[src/rtl/fp_addsub_seq_pkg.sv]
`default_nettype none
// ============================================================================
// Module      : fp_pkg
// Description : Shared types and constant helpers for the sequential
//               floating-point add/subtract engine.
//               - fp_state_e    : FSM state encoding
//               - fp_unpacked_t : sign/exponent/fraction view of a default
//                                 (binary32-shaped) word
//               - fp_inf_word / fp_qnan_word : canonical +Inf / qNaN bit
//                                 patterns for any exponent/mantissa width,
//                                 returned in a wide vector for the caller
//                                 to size-cast
// Revision    : 1.0  initial release
// ============================================================================
package fp_pkg;

    localparam int FP_EXP_W_DEF = 8;
    localparam int FP_MAN_W_DEF = 23;

    typedef enum logic [2:0] {
        ST_IDLE  = 3'd0,
        ST_ALIGN = 3'd1,
        ST_ADD   = 3'd2,
        ST_NORM  = 3'd3,
        ST_PACK  = 3'd4,
        ST_DONE  = 3'd5
    } fp_state_e;

    typedef struct packed {
        logic                    sign;
        logic [FP_EXP_W_DEF-1:0] exp;
        logic [FP_MAN_W_DEF-1:0] frac;
    } fp_unpacked_t;

    // +Inf: exponent all ones, fraction zero, sign zero.
    function automatic logic [127:0] fp_inf_word(input int exp_w, input int man_w);
        logic [127:0] v;
        v = ((128'd1 << exp_w) - 128'd1) << man_w;
        return v;
    endfunction

    // Canonical quiet NaN: +Inf pattern with the fraction MSB set.
    function automatic logic [127:0] fp_qnan_word(input int exp_w, input int man_w);
        return fp_inf_word(exp_w, man_w) | (128'd1 << (man_w - 1));
    endfunction

endpackage
`default_nettype wire

[src/rtl/fp_addsub_seq_if.sv]
`default_nettype none
// ============================================================================
// Module      : fp_addsub_seq_if
// Description : Byte-load / start-done handshake bundle of fp_addsub_seq.
//   load_en, load_sel, load_idx, load_data : byte write into operand A/B
//   clr                                    : zero both operands
//   start, op_sub                          : launch A+B (0) or A-B (1)
//   busy, done                             : operation in flight / 1-cycle done
//   result, flag_ovf, flag_unf, flag_inv   : packed result and status
//   state_o                                : one-hot {DONE,PACK,NORM,ADD,ALIGN}
//   master = front end driving loads/start, slave = the engine.
// Revision    : 1.0  initial release
// ============================================================================
interface fp_addsub_seq_if #(
    parameter int EXP_W  = 8,
    parameter int MAN_W  = 23,
    parameter int BYTE_W = 8
);
    localparam int W     = 1 + EXP_W + MAN_W;
    localparam int NL    = W / BYTE_W;
    localparam int IDX_W = (NL > 1) ? $clog2(NL) : 1;

    logic              load_en;
    logic              load_sel;
    logic [IDX_W-1:0]  load_idx;
    logic [BYTE_W-1:0] load_data;
    logic              clr;
    logic              start;
    logic              op_sub;
    logic              busy;
    logic              done;
    logic [W-1:0]      result;
    logic              flag_ovf;
    logic              flag_unf;
    logic              flag_inv;
    logic [4:0]        state_o;

    modport master (
        output load_en, load_sel, load_idx, load_data, clr, start, op_sub,
        input  busy, done, result, flag_ovf, flag_unf, flag_inv, state_o
    );

    modport slave (
        input  load_en, load_sel, load_idx, load_data, clr, start, op_sub,
        output busy, done, result, flag_ovf, flag_unf, flag_inv, state_o
    );
endinterface
`default_nettype wire

[src/rtl/fp_addsub_seq_loader.sv]
`default_nettype none
// ============================================================================
// Module      : fp_operand_loader
// Description : Two byte-addressable W-bit operand registers.
//   clk, reset          : clock, async active-high reset (clears operands)
//   busy                : engine running; loads and clr are ignored
//   load_en/sel/idx/data: replace one byte lane of A (sel=0) or B (sel=1)
//   clr                 : zero both operands, takes priority over load_en
//   op_a, op_b          : current operand values
// Revision    : 1.0  initial release
// ============================================================================
module fp_operand_loader #(
    parameter int W      = 32,
    parameter int BYTE_W = 8,
    parameter int IDX_W  = 2
) (
    input  logic              clk,
    input  logic              reset,
    input  logic              busy,
    input  logic              load_en,
    input  logic              load_sel,
    input  logic [IDX_W-1:0]  load_idx,
    input  logic [BYTE_W-1:0] load_data,
    input  logic              clr,
    output logic [W-1:0]      op_a,
    output logic [W-1:0]      op_b
);
    localparam int NL = W / BYTE_W;

    logic [BYTE_W-1:0] r_a [NL];
    logic [BYTE_W-1:0] r_b [NL];

    always_ff @(posedge clk or posedge reset) begin
        if (reset) begin
            for (int i = 0; i < NL; i++) begin
                r_a[i] <= '0;
                r_b[i] <= '0;
            end
        end else if (!busy) begin
            if (clr) begin
                for (int i = 0; i < NL; i++) begin
                    r_a[i] <= '0;
                    r_b[i] <= '0;
                end
            end else if (load_en) begin
                for (int i = 0; i < NL; i++) begin
                    if (load_idx == IDX_W'(i)) begin
                        if (load_sel) r_b[i] <= load_data;
                        else          r_a[i] <= load_data;
                    end
                end
            end
        end
    end

    for (genvar g = 0; g < NL; g++) begin : g_lane
        assign op_a[g*BYTE_W +: BYTE_W] = r_a[g];
        assign op_b[g*BYTE_W +: BYTE_W] = r_b[g];
    end

endmodule
`default_nettype wire

[src/rtl/fp_addsub_seq.sv]
`default_nettype none
// ============================================================================
// Module      : fp_addsub_seq
// Description : Multi-cycle floating-point add/subtract engine.
//   clk   : system clock, rising edge
//   reset : asynchronous active-high reset, aborts any operation
//   bus   : fp_addsub_seq_if.slave (byte loads, start/busy/done, result,
//           ovf/unf/inv flags, one-hot state)
//   Flow: IDLE -> ALIGN -> ADD -> NORM (1..n) -> PACK -> DONE -> IDLE.
//   Denormal inputs are read as zero; rounding is toward zero.
// Revision    : 1.0  initial release
// ============================================================================
module fp_addsub_seq
    import fp_pkg::*;
#(
    parameter int EXP_W  = 8,
    parameter int MAN_W  = 23,
    parameter int BYTE_W = 8,
    parameter int GRD_W  = 3
) (
    input  logic           clk,
    input  logic           reset,
    fp_addsub_seq_if.slave bus
);
    localparam int W     = 1 + EXP_W + MAN_W;
    localparam int NL    = W / BYTE_W;
    localparam int IDX_W = (NL > 1) ? $clog2(NL) : 1;
    localparam int SIG_W = MAN_W + 1;          // hidden one + fraction
    localparam int EXT_W = SIG_W + GRD_W;      // significand with guard bits
    localparam int SUM_W = EXT_W + 1;          // plus carry

    localparam logic [W-1:0]     C_QNAN     = W'(fp_qnan_word(EXP_W, MAN_W));
    localparam logic [W-1:0]     C_PINF     = W'(fp_inf_word(EXP_W, MAN_W));
    localparam logic [EXP_W-1:0] C_EXP_ONES = '1;

    localparam logic [2:0] S_IDLE  = ST_IDLE;
    localparam logic [2:0] S_ALIGN = ST_ALIGN;
    localparam logic [2:0] S_ADD   = ST_ADD;
    localparam logic [2:0] S_NORM  = ST_NORM;
    localparam logic [2:0] S_PACK  = ST_PACK;
    localparam logic [2:0] S_DONE  = ST_DONE;

    logic [2:0]       r_state;
    logic [W-1:0]     r_opa, r_opb;
    logic             r_spec, r_spec_inv, r_unf;
    logic [W-1:0]     r_spec_word;
    logic             r_sx, r_sy, r_sign;
    logic [EXP_W-1:0] r_exp;
    logic [EXT_W-1:0] r_mx, r_my;
    logic [SUM_W-1:0] r_sum;
    logic [W-1:0]     r_result;
    logic             r_ovf_q, r_unf_q, r_inv_q;

    logic             w_busy;
    logic [W-1:0]     w_op_a, w_op_b;

    assign w_busy = (r_state != S_IDLE);

    fp_operand_loader #(
        .W      (W),
        .BYTE_W (BYTE_W),
        .IDX_W  (IDX_W)
    ) u_loader (
        .clk       (clk),
        .reset     (reset),
        .busy      (w_busy),
        .load_en   (bus.load_en),
        .load_sel  (bus.load_sel),
        .load_idx  (bus.load_idx),
        .load_data (bus.load_data),
        .clr       (bus.clr),
        .op_a      (w_op_a),
        .op_b      (w_op_b)
    );

    // ---------------- ALIGN datapath (from snapshotted operands) ----------
    logic                   w_sa, w_sb;
    logic [EXP_W-1:0]       w_ea, w_eb;
    logic [MAN_W-1:0]       w_fa, w_fb;
    logic                   w_a_nan, w_b_nan, w_a_inf, w_b_inf, w_a_zero, w_b_zero;
    logic [EXP_W+MAN_W-1:0] w_mag_a, w_mag_b;
    logic                   w_a_ge_b, w_special, w_spec_inv;
    logic [W-1:0]           w_spec_word;
    logic [SIG_W-1:0]       w_sig_a, w_sig_b;
    logic [EXP_W-1:0]       w_ex, w_ey, w_shift;
    logic [EXT_W-1:0]       w_extx, w_exty, w_exty_sh;
    logic                   w_sx, w_sy;
    logic [SUM_W-1:0]       w_sum;

    assign {w_sa, w_ea, w_fa} = r_opa;
    assign {w_sb, w_eb, w_fb} = r_opb;

    assign w_a_nan  = (w_ea == C_EXP_ONES) && (w_fa != '0);
    assign w_b_nan  = (w_eb == C_EXP_ONES) && (w_fb != '0);
    assign w_a_inf  = (w_ea == C_EXP_ONES) && (w_fa == '0);
    assign w_b_inf  = (w_eb == C_EXP_ONES) && (w_fb == '0);
    assign w_a_zero = (w_ea == '0);
    assign w_b_zero = (w_eb == '0);

    // Magnitude compare with denormals flushed so they never win over zero.
    assign w_mag_a  = w_a_zero ? '0 : {w_ea, w_fa};
    assign w_mag_b  = w_b_zero ? '0 : {w_eb, w_fb};
    assign w_a_ge_b = (w_mag_a >= w_mag_b);

    assign w_sig_a  = w_a_zero ? '0 : {1'b1, w_fa};
    assign w_sig_b  = w_b_zero ? '0 : {1'b1, w_fb};

    assign w_sx     = w_a_ge_b ? w_sa : w_sb;
    assign w_sy     = w_a_ge_b ? w_sb : w_sa;
    assign w_ex     = w_a_ge_b ? w_ea : w_eb;
    assign w_ey     = w_a_ge_b ? w_eb : w_ea;
    assign w_extx   = EXT_W'(w_a_ge_b ? w_sig_a : w_sig_b) << GRD_W;
    assign w_exty   = EXT_W'(w_a_ge_b ? w_sig_b : w_sig_a) << GRD_W;
    assign w_shift  = w_ex - w_ey;
    assign w_exty_sh = (int'(w_shift) >= EXT_W) ? '0 : (w_exty >> w_shift);

    assign w_special = w_a_nan | w_b_nan | w_a_inf | w_b_inf;

    always_comb begin
        w_spec_word = C_QNAN;
        w_spec_inv  = 1'b1;
        if (w_a_nan || w_b_nan) begin
            w_spec_word = C_QNAN;
            w_spec_inv  = 1'b1;
        end else if (w_a_inf && w_b_inf) begin
            // B already carries the effective sign, so differing signs mean Inf-Inf.
            if (w_sa == w_sb) begin
                w_spec_word = {w_sa, C_PINF[W-2:0]};
                w_spec_inv  = 1'b0;
            end
        end else if (w_a_inf) begin
            w_spec_word = {w_sa, C_PINF[W-2:0]};
            w_spec_inv  = 1'b0;
        end else if (w_b_inf) begin
            w_spec_word = {w_sb, C_PINF[W-2:0]};
            w_spec_inv  = 1'b0;
        end
    end

    // X is the larger magnitude, so the difference never goes negative.
    assign w_sum = (r_sx == r_sy) ? ({1'b0, r_mx} + {1'b0, r_my})
                                  : ({1'b0, r_mx} - {1'b0, r_my});

    // ---------------- FSM and registered datapath -------------------------
    always_ff @(posedge clk or posedge reset) begin
        if (reset) begin
            r_state     <= S_IDLE;
            r_opa       <= '0;
            r_opb       <= '0;
            r_spec      <= 1'b0;
            r_spec_inv  <= 1'b0;
            r_spec_word <= '0;
            r_unf       <= 1'b0;
            r_sx        <= 1'b0;
            r_sy        <= 1'b0;
            r_sign      <= 1'b0;
            r_exp       <= '0;
            r_mx        <= '0;
            r_my        <= '0;
            r_sum       <= '0;
            r_result    <= '0;
            r_ovf_q     <= 1'b0;
            r_unf_q     <= 1'b0;
            r_inv_q     <= 1'b0;
        end else begin
            case (r_state)
                S_IDLE: begin
                    if (bus.start) begin
                        r_opa   <= w_op_a;
                        r_opb   <= {w_op_b[W-1] ^ bus.op_sub, w_op_b[W-2:0]};
                        r_unf   <= 1'b0;
                        r_state <= S_ALIGN;
                    end
                end
                S_ALIGN: begin
                    r_spec      <= w_special;
                    r_spec_word <= w_spec_word;
                    r_spec_inv  <= w_spec_inv;
                    r_sx        <= w_sx;
                    r_sy        <= w_sy;
                    r_exp       <= w_ex;
                    r_mx        <= w_extx;
                    r_my        <= w_exty_sh;
                    r_state     <= w_special ? S_PACK : S_ADD;
                end
                S_ADD: begin
                    r_sum   <= w_sum;
                    r_sign  <= (w_sum == '0) ? 1'b0 : r_sx;
                    r_state <= S_NORM;
                end
                S_NORM: begin
                    if (r_sum[SUM_W-1]) begin
                        r_sum   <= r_sum >> 1;
                        r_exp   <= r_exp + EXP_W'(1);
                        r_state <= S_PACK;
                    end else if (r_sum[EXT_W-1] || (r_sum == '0)) begin
                        r_state <= S_PACK;
                    end else if (r_exp <= EXP_W'(1)) begin
                        // Next left shift would leave the normal range: flush.
                        r_sum   <= '0;
                        r_unf   <= 1'b1;
                        r_state <= S_PACK;
                    end else begin
                        r_sum <= r_sum << 1;
                        r_exp <= r_exp - EXP_W'(1);
                    end
                end
                S_PACK: begin
                    r_ovf_q <= 1'b0;
                    r_unf_q <= 1'b0;
                    r_inv_q <= 1'b0;
                    if (r_spec) begin
                        r_result <= r_spec_word;
                        r_inv_q  <= r_spec_inv;
                    end else if (!r_sum[EXT_W-1]) begin
                        r_result <= {r_sign, {(W-1){1'b0}}};
                        r_unf_q  <= r_unf;
                    end else if (r_exp == C_EXP_ONES) begin
                        r_result <= {r_sign, C_PINF[W-2:0]};
                        r_ovf_q  <= 1'b1;
                    end else begin
                        // Guard bits dropped: round toward zero.
                        r_result <= {r_sign, r_exp, r_sum[EXT_W-2:GRD_W]};
                    end
                    r_state <= S_DONE;
                end
                S_DONE:  r_state <= S_IDLE;
                default: r_state <= S_IDLE;
            endcase
        end
    end

    // ---------------- outputs ---------------------------------------------
    always_comb begin
        bus.state_o = 5'b00000;
        case (r_state)
            S_ALIGN: bus.state_o = 5'b00001;
            S_ADD:   bus.state_o = 5'b00010;
            S_NORM:  bus.state_o = 5'b00100;
            S_PACK:  bus.state_o = 5'b01000;
            S_DONE:  bus.state_o = 5'b10000;
            default: bus.state_o = 5'b00000;
        endcase
    end

    assign bus.busy     = w_busy;
    assign bus.done     = (r_state == S_DONE);
    assign bus.result   = r_result;
    assign bus.flag_ovf = r_ovf_q;
    assign bus.flag_unf = r_unf_q;
    assign bus.flag_inv = r_inv_q;

endmodule
`default_nettype wire

[src/flat_wrapper.sv]
// flat-port wrapper written by rule: the top's interface ports become plain ports
module fp_addsub_seq_flat import fp_pkg::*;
#(
    parameter int EXP_W  = 8,
    parameter int MAN_W  = 23,
    parameter int BYTE_W = 8,
    parameter int GRD_W  = 3
)
  (clk, reset, bus_load_en, bus_load_sel, bus_load_idx, bus_load_data, bus_clr, bus_start, bus_op_sub, bus_busy, bus_done, bus_result, bus_flag_ovf, bus_flag_unf, bus_flag_inv, bus_state_o);
  fp_addsub_seq_if #(.EXP_W(EXP_W), .MAN_W(MAN_W), .BYTE_W(BYTE_W)) bus_i ();
  input  logic clk;
  input  logic reset;
  input wire logic [$bits(bus_i.load_en)-1:0] bus_load_en;
  input wire logic [$bits(bus_i.load_sel)-1:0] bus_load_sel;
  input wire logic [$bits(bus_i.load_idx)-1:0] bus_load_idx;
  input wire logic [$bits(bus_i.load_data)-1:0] bus_load_data;
  input wire logic [$bits(bus_i.clr)-1:0] bus_clr;
  input wire logic [$bits(bus_i.start)-1:0] bus_start;
  input wire logic [$bits(bus_i.op_sub)-1:0] bus_op_sub;
  output wire logic [$bits(bus_i.busy)-1:0] bus_busy;
  output wire logic [$bits(bus_i.done)-1:0] bus_done;
  output wire logic [$bits(bus_i.result)-1:0] bus_result;
  output wire logic [$bits(bus_i.flag_ovf)-1:0] bus_flag_ovf;
  output wire logic [$bits(bus_i.flag_unf)-1:0] bus_flag_unf;
  output wire logic [$bits(bus_i.flag_inv)-1:0] bus_flag_inv;
  output wire logic [$bits(bus_i.state_o)-1:0] bus_state_o;
  assign bus_i.load_en = bus_load_en;
  assign bus_i.load_sel = bus_load_sel;
  assign bus_i.load_idx = bus_load_idx;
  assign bus_i.load_data = bus_load_data;
  assign bus_i.clr = bus_clr;
  assign bus_i.start = bus_start;
  assign bus_i.op_sub = bus_op_sub;
  assign bus_busy = bus_i.busy;
  assign bus_done = bus_i.done;
  assign bus_result = bus_i.result;
  assign bus_flag_ovf = bus_i.flag_ovf;
  assign bus_flag_unf = bus_i.flag_unf;
  assign bus_flag_inv = bus_i.flag_inv;
  assign bus_state_o = bus_i.state_o;
  fp_addsub_seq #(.EXP_W(EXP_W), .MAN_W(MAN_W), .BYTE_W(BYTE_W), .GRD_W(GRD_W)) u_core (.clk(clk), .reset(reset), .bus(bus_i));
endmodule
[config.mk]
export PLATFORM = sky130hd
export DESIGN_NAME = fp_addsub_seq_flat
export DESIGN_NICKNAME = d
export VERILOG_FILES = /design/src/rtl/fp_addsub_seq_pkg.sv /design/src/rtl/fp_addsub_seq_if.sv /design/src/rtl/fp_addsub_seq_loader.sv /design/src/rtl/fp_addsub_seq.sv /design/src/flat_wrapper.sv
export SDC_FILE = /design/constraint.sdc
export NUM_CORES = 1
export LEC_CHECK = 0
export BUFFER_PORTS_ARGS = -buffer_cell sky130_fd_sc_hd__clkbuf_2
export CAP_MARGIN = 20
export CELL_PAD_IN_SITES_DETAIL_PLACEMENT = 0
export CELL_PAD_IN_SITES_GLOBAL_PLACEMENT = 1
export CORE_MARGIN = 8
export CORE_UTILIZATION = 25
export CTS_CLUSTER_DIAMETER = 30
export DETAILED_ROUTE_END_ITERATION = 8
export PLACE_DENSITY = 0.44
export SLEW_MARGIN = 15
export SYNTH_ARGS = -nofsm -noshare
export SYNTH_HDL_FRONTEND = slang
export SYNTH_HIERARCHICAL = 1
export SYNTH_SLANG_ARGS = --single-unit
export TNS_END_PERCENT = 50
[constraint.sdc]
create_clock -name clk -period 13.8 [get_ports clk]
set_input_delay 2.76 -clock clk [delete_from_list [all_inputs] [get_ports clk]]
set_output_delay 2.76 -clock clk [all_outputs]
set_load 0.02 [all_outputs]
==> run_results.csv <==
group,metric,value,unit
global_route,grt-ovfl-total,0,
worst_setup_path,family_with_the_most_delay_on_the_worst_path,"compound AO/OA/AOI/OAI gates",
floorplanning,design.portCount,59,
yosys,synth.yosys.seq_area_share,37.6,%
yosys,syn-num-nets,2035,
placement,number_of_port_buffers,58,
hold_path,hp-class,"reg -> reg",
yosys,netlist_instances,1932,
routing,detailedRoute.firstIterationViolations,969,
floorplanning,floorplan.die.height,279,µm
worst_setup_path,timing.critical_path.cells,"nor4_1 > nand2_1 > buf_4 > and2_1 > ha_1 > nand2b_1 > a211o_1 > a211oi_2 > o31ai_2 > a21oi_4 > buf_4 > a21oi_1 > ha_1 > inv_1 > mux4_2 > mux2i_1 > nor2_1 > a2111oi_0 > a311oi_1 > o22ai_1",
clocking,cts_repair_resize_count,0,
yosys,avgSynthCellArea,8.98,µm²
sta,fmax,151,MHz
floorplanning,start_util,25.3,%
placement,place.detailed.hpwl,46.0,mm
placement,gpl.final_weighted_congestion,0.804,
worst_setup_path,worst_setup_ep_type,"flip-flop",
routing,post_detailed_routing_wire_length,61.6,mm
clocking,cts.sink_count,261,
cells_and_area,finalNonFillerCells,2942,
sta,grt_setup_unrepaired,"false",
floorplanning,die_w,279,µm
routing,wire_per_inst,20.9,µm
global_route,wire_length_of_the_first_global_routing_pass,95.3,mm
yosys,yosys_register_bits,261,
global_route,grt_usage,15.5,%
sta,finalClockSkew,0.0430,ns
worst_setup_path,worst-path-buf-inv,3,
cells_and_area,post_route_cells_drive_above_1_share,16.7,%
worst_setup_path,crit_path_max_incr_delay,0.76,ns
sta,setup_tns,0,ns
placement,dp_cells,2810,
sta,hold_slack_final,0.477,ns
clocking,clkSlewWorstSetupHoldPaths,0.04,ns
clocking,clk_latency,0.61,ns
sta,layout_min_cycle_time,6.63,ns
cells_and_area,final.fill_count,7303,
yosys,yosys_most_used_dff,"dfrtp_1",
worst_setup_path,worstPathMaxFanout,36,
clocking,ctsHoldBuffers,0,
sta,tightestPinTransition,1.05,ns
cells_and_area,final-seq-area,6530,µm²
yosys,synth_cell_types,93,
cells_and_area,diodes,0,
cells_and_area,area_delta_synth_final,21.4,%
worst_setup_path,critical_path_required,14.29,ns
routing,overall_via_count_from_detail_route,14900,
clocking,cts-root-to-sink-buffers,3,
sta,timing.final.hold_violations,0,
clocking,tritoncts.num_buffers,74,
sta,fin_crit_sh,48.0,%
yosys,netlist_area,17400,µm²
yosys,ys.warnings.count,6,
yosys,synth_enable_flop_cells,0,
routing,final_antenna_net_count,0,
yosys,synth_largest_type_area_fraction,37.6,%
worst_setup_path,timing.critical_path.slowest_stage_cell,"ha_1",
cells_and_area,combined_area_of_the_multi_input_logic_cells,9980,µm²
floorplanning,area_of_the_placeable_core,68700,µm²
clocking,clockRootBuffer,"clkbuf_16",
run_status,status,"finished clean",
sta,slew_headroom,29.9,%
floorplanning,design.die.area,78100,µm²
routing,via_cell_ratio,5.08,
job,max_cap_viol_count,0,
global_route,pin_count_of_the_biggest_net_entering_global_routing,84,
cells_and_area,final_nets,2058,
clocking,tritoncts,"done",
worst_setup_path,worstPathArrival,7.12,ns
worst_setup_path,critical_path.startpoint_type,"flip-flop",
yosys,yosys.cell_count.top_type,"dfrtp_1",
clocking,postCtsSetupBuffers,0,
yosys,synth_area_leader_cell,"dfrtp_1",
sta,timing_max_transition_violations_final,0,
global_route,first_global_vias,15100,
yosys,synthTopCellsByArea,"dfrtp_1 (38%), ha_1 (6.1%), nand2_1 (4.8%), mux2_2 (3.9%), nor2_1 (3.7%)",
global_route,antenna_found_initial,4,
yosys,async_flop_share,100,%
routing,remaining_design_rule_violation_count,0,
routing,number_of_detailed_route_iterations_in_the_first_pass,6,
sta,finalSetupViolCount,0,
clocking,count_of_h_tree_levels_built_during_cts,3,
worst_setup_path,class_of_the_most_critical_setup_path,"reg -> reg",
yosys,top_cells_by_instance_count_after_synthesis,"dfrtp_1 (261), nand2_1 (224), nor2_1 (173)",
floorplanning,placement_rows,96,
cells_and_area,post-route-util,30.7,%
## cells by family (layout without fill, tap and decap cells)
group                      after synthesis  count (layout)  synth area share (%)
and+or+nand+nor                        638             638                  18.0
AOI/OAI and AO/OA                      564             564                  22.8
DFF                                    261             261                  37.6
buffers and inverters                  229             308                  5.32
muxes                                  120             120                  8.27
adders and majority gates               86              86                  6.24
xor gates and xnor gates                34              34                  1.76
## worst reg2reg max path: cells and delay by family, from the launching register on
kind | cells | cell delay [ns]
AND/OR/NAND/NOR | 5 | 0.96
adder cells (fa/ha/maj) | 2 | 1.03
buffers and inverters | 3 | 1.27
AO/OA/AOI/OAI | 8 | 2.13
multiplexers | 2 | 0.72
flip-flops | 1 | 0.43
## through the flow
stage               instance area [µm²]  setup slack [ns]
global placement                  18500              7.29
finish                            21100              7.17
CTS                               21100              7.25
floorplan                         17400              5.67
detailed placement                18500              7.31
global route                      21100              6.80
## registers in the layout, indices dropped and copies added (netlist names), 8 cells and up
| name | count |
|---|---|
| u_core/bus.result | 32 |
| u_core/r_exp | 8 |
| u_core/r_mx | 24 |
| u_core/r_my | 27 |
| u_core/r_opa | 32 |
| u_core/r_opb | 32 |
| u_core/r_sum | 28 |
| u_core/u_loader/op_a | 32 |
| u_core/u_loader/op_b | 32 |
## placed cells by master (no fill, tap or decap), types with 31 or more instances in the layout
| cell type | instances |
|---|---|
| a22o_1 | 59 |
| a31oi_1 | 31 |
| nor2_1 | 172 |
| nor4_1 | 31 |
| o21ai_0 | 116 |
| clkbuf_2 | 58 |
| clkbuf_16 | 74 |
| nand2_1 | 223 |
| mux2i_1 | 43 |
| mux2_2 | 60 |
| ha_1 | 85 |
| inv_1 | 89 |
| a21oi_1 | 124 |
| dfrtp_1 | 261 |
## layer usage
layer  track usage (%)  vias up  share of wire, %
met4              5.03        0               2.7
li1                  -     7172                 -
met5                 0        -                 0
met2              24.4      277                45
met3              2.45       93               3.5
met1              21.6     7395                48
## worst paths after layout
| kind | start | end | slack, ns | cells past startpoint |
|---|---|---|---|---|
| setup / recovery | u_core/r_opb[26] | u_core/r_my[9] | 7.17 | 20 |
| hold / removal | u_core/bus.flag_unf | u_core/bus.flag_unf | 0.48 | 2 |
| setup reg to reg | u_core/r_opb[26] | u_core/r_my[9] | 7.17 | 20 |
| hold reg to reg | u_core/bus.flag_unf | u_core/bus.flag_unf | 0.48 | 2 |
| max in group asynchronous | reset | u_core/r_opb[3] | 10.25 | 3 |
| min in group asynchronous | reset | u_core/r_opb[31] | 2.24 | 2 |
## cell type report
| type | instances | share of cell area [%] |
|---|---|---|
| Clock buffer | 103 | 10.1 |
| Clock inverter | 29 | 1.94 |
| Inverter | 92 | 1.68 |
| Multi-Input combinational cell | 1442 | 47.4 |
| Sequential cell | 261 | 31.0 |
| Tap cell | 931 | 5.53 |
| Timing Repair Buffer | 84 | 2.32 |
Power is not shown: default switching activity piles up to over one toggle a cycle in this logic, so the estimate is an artifact.
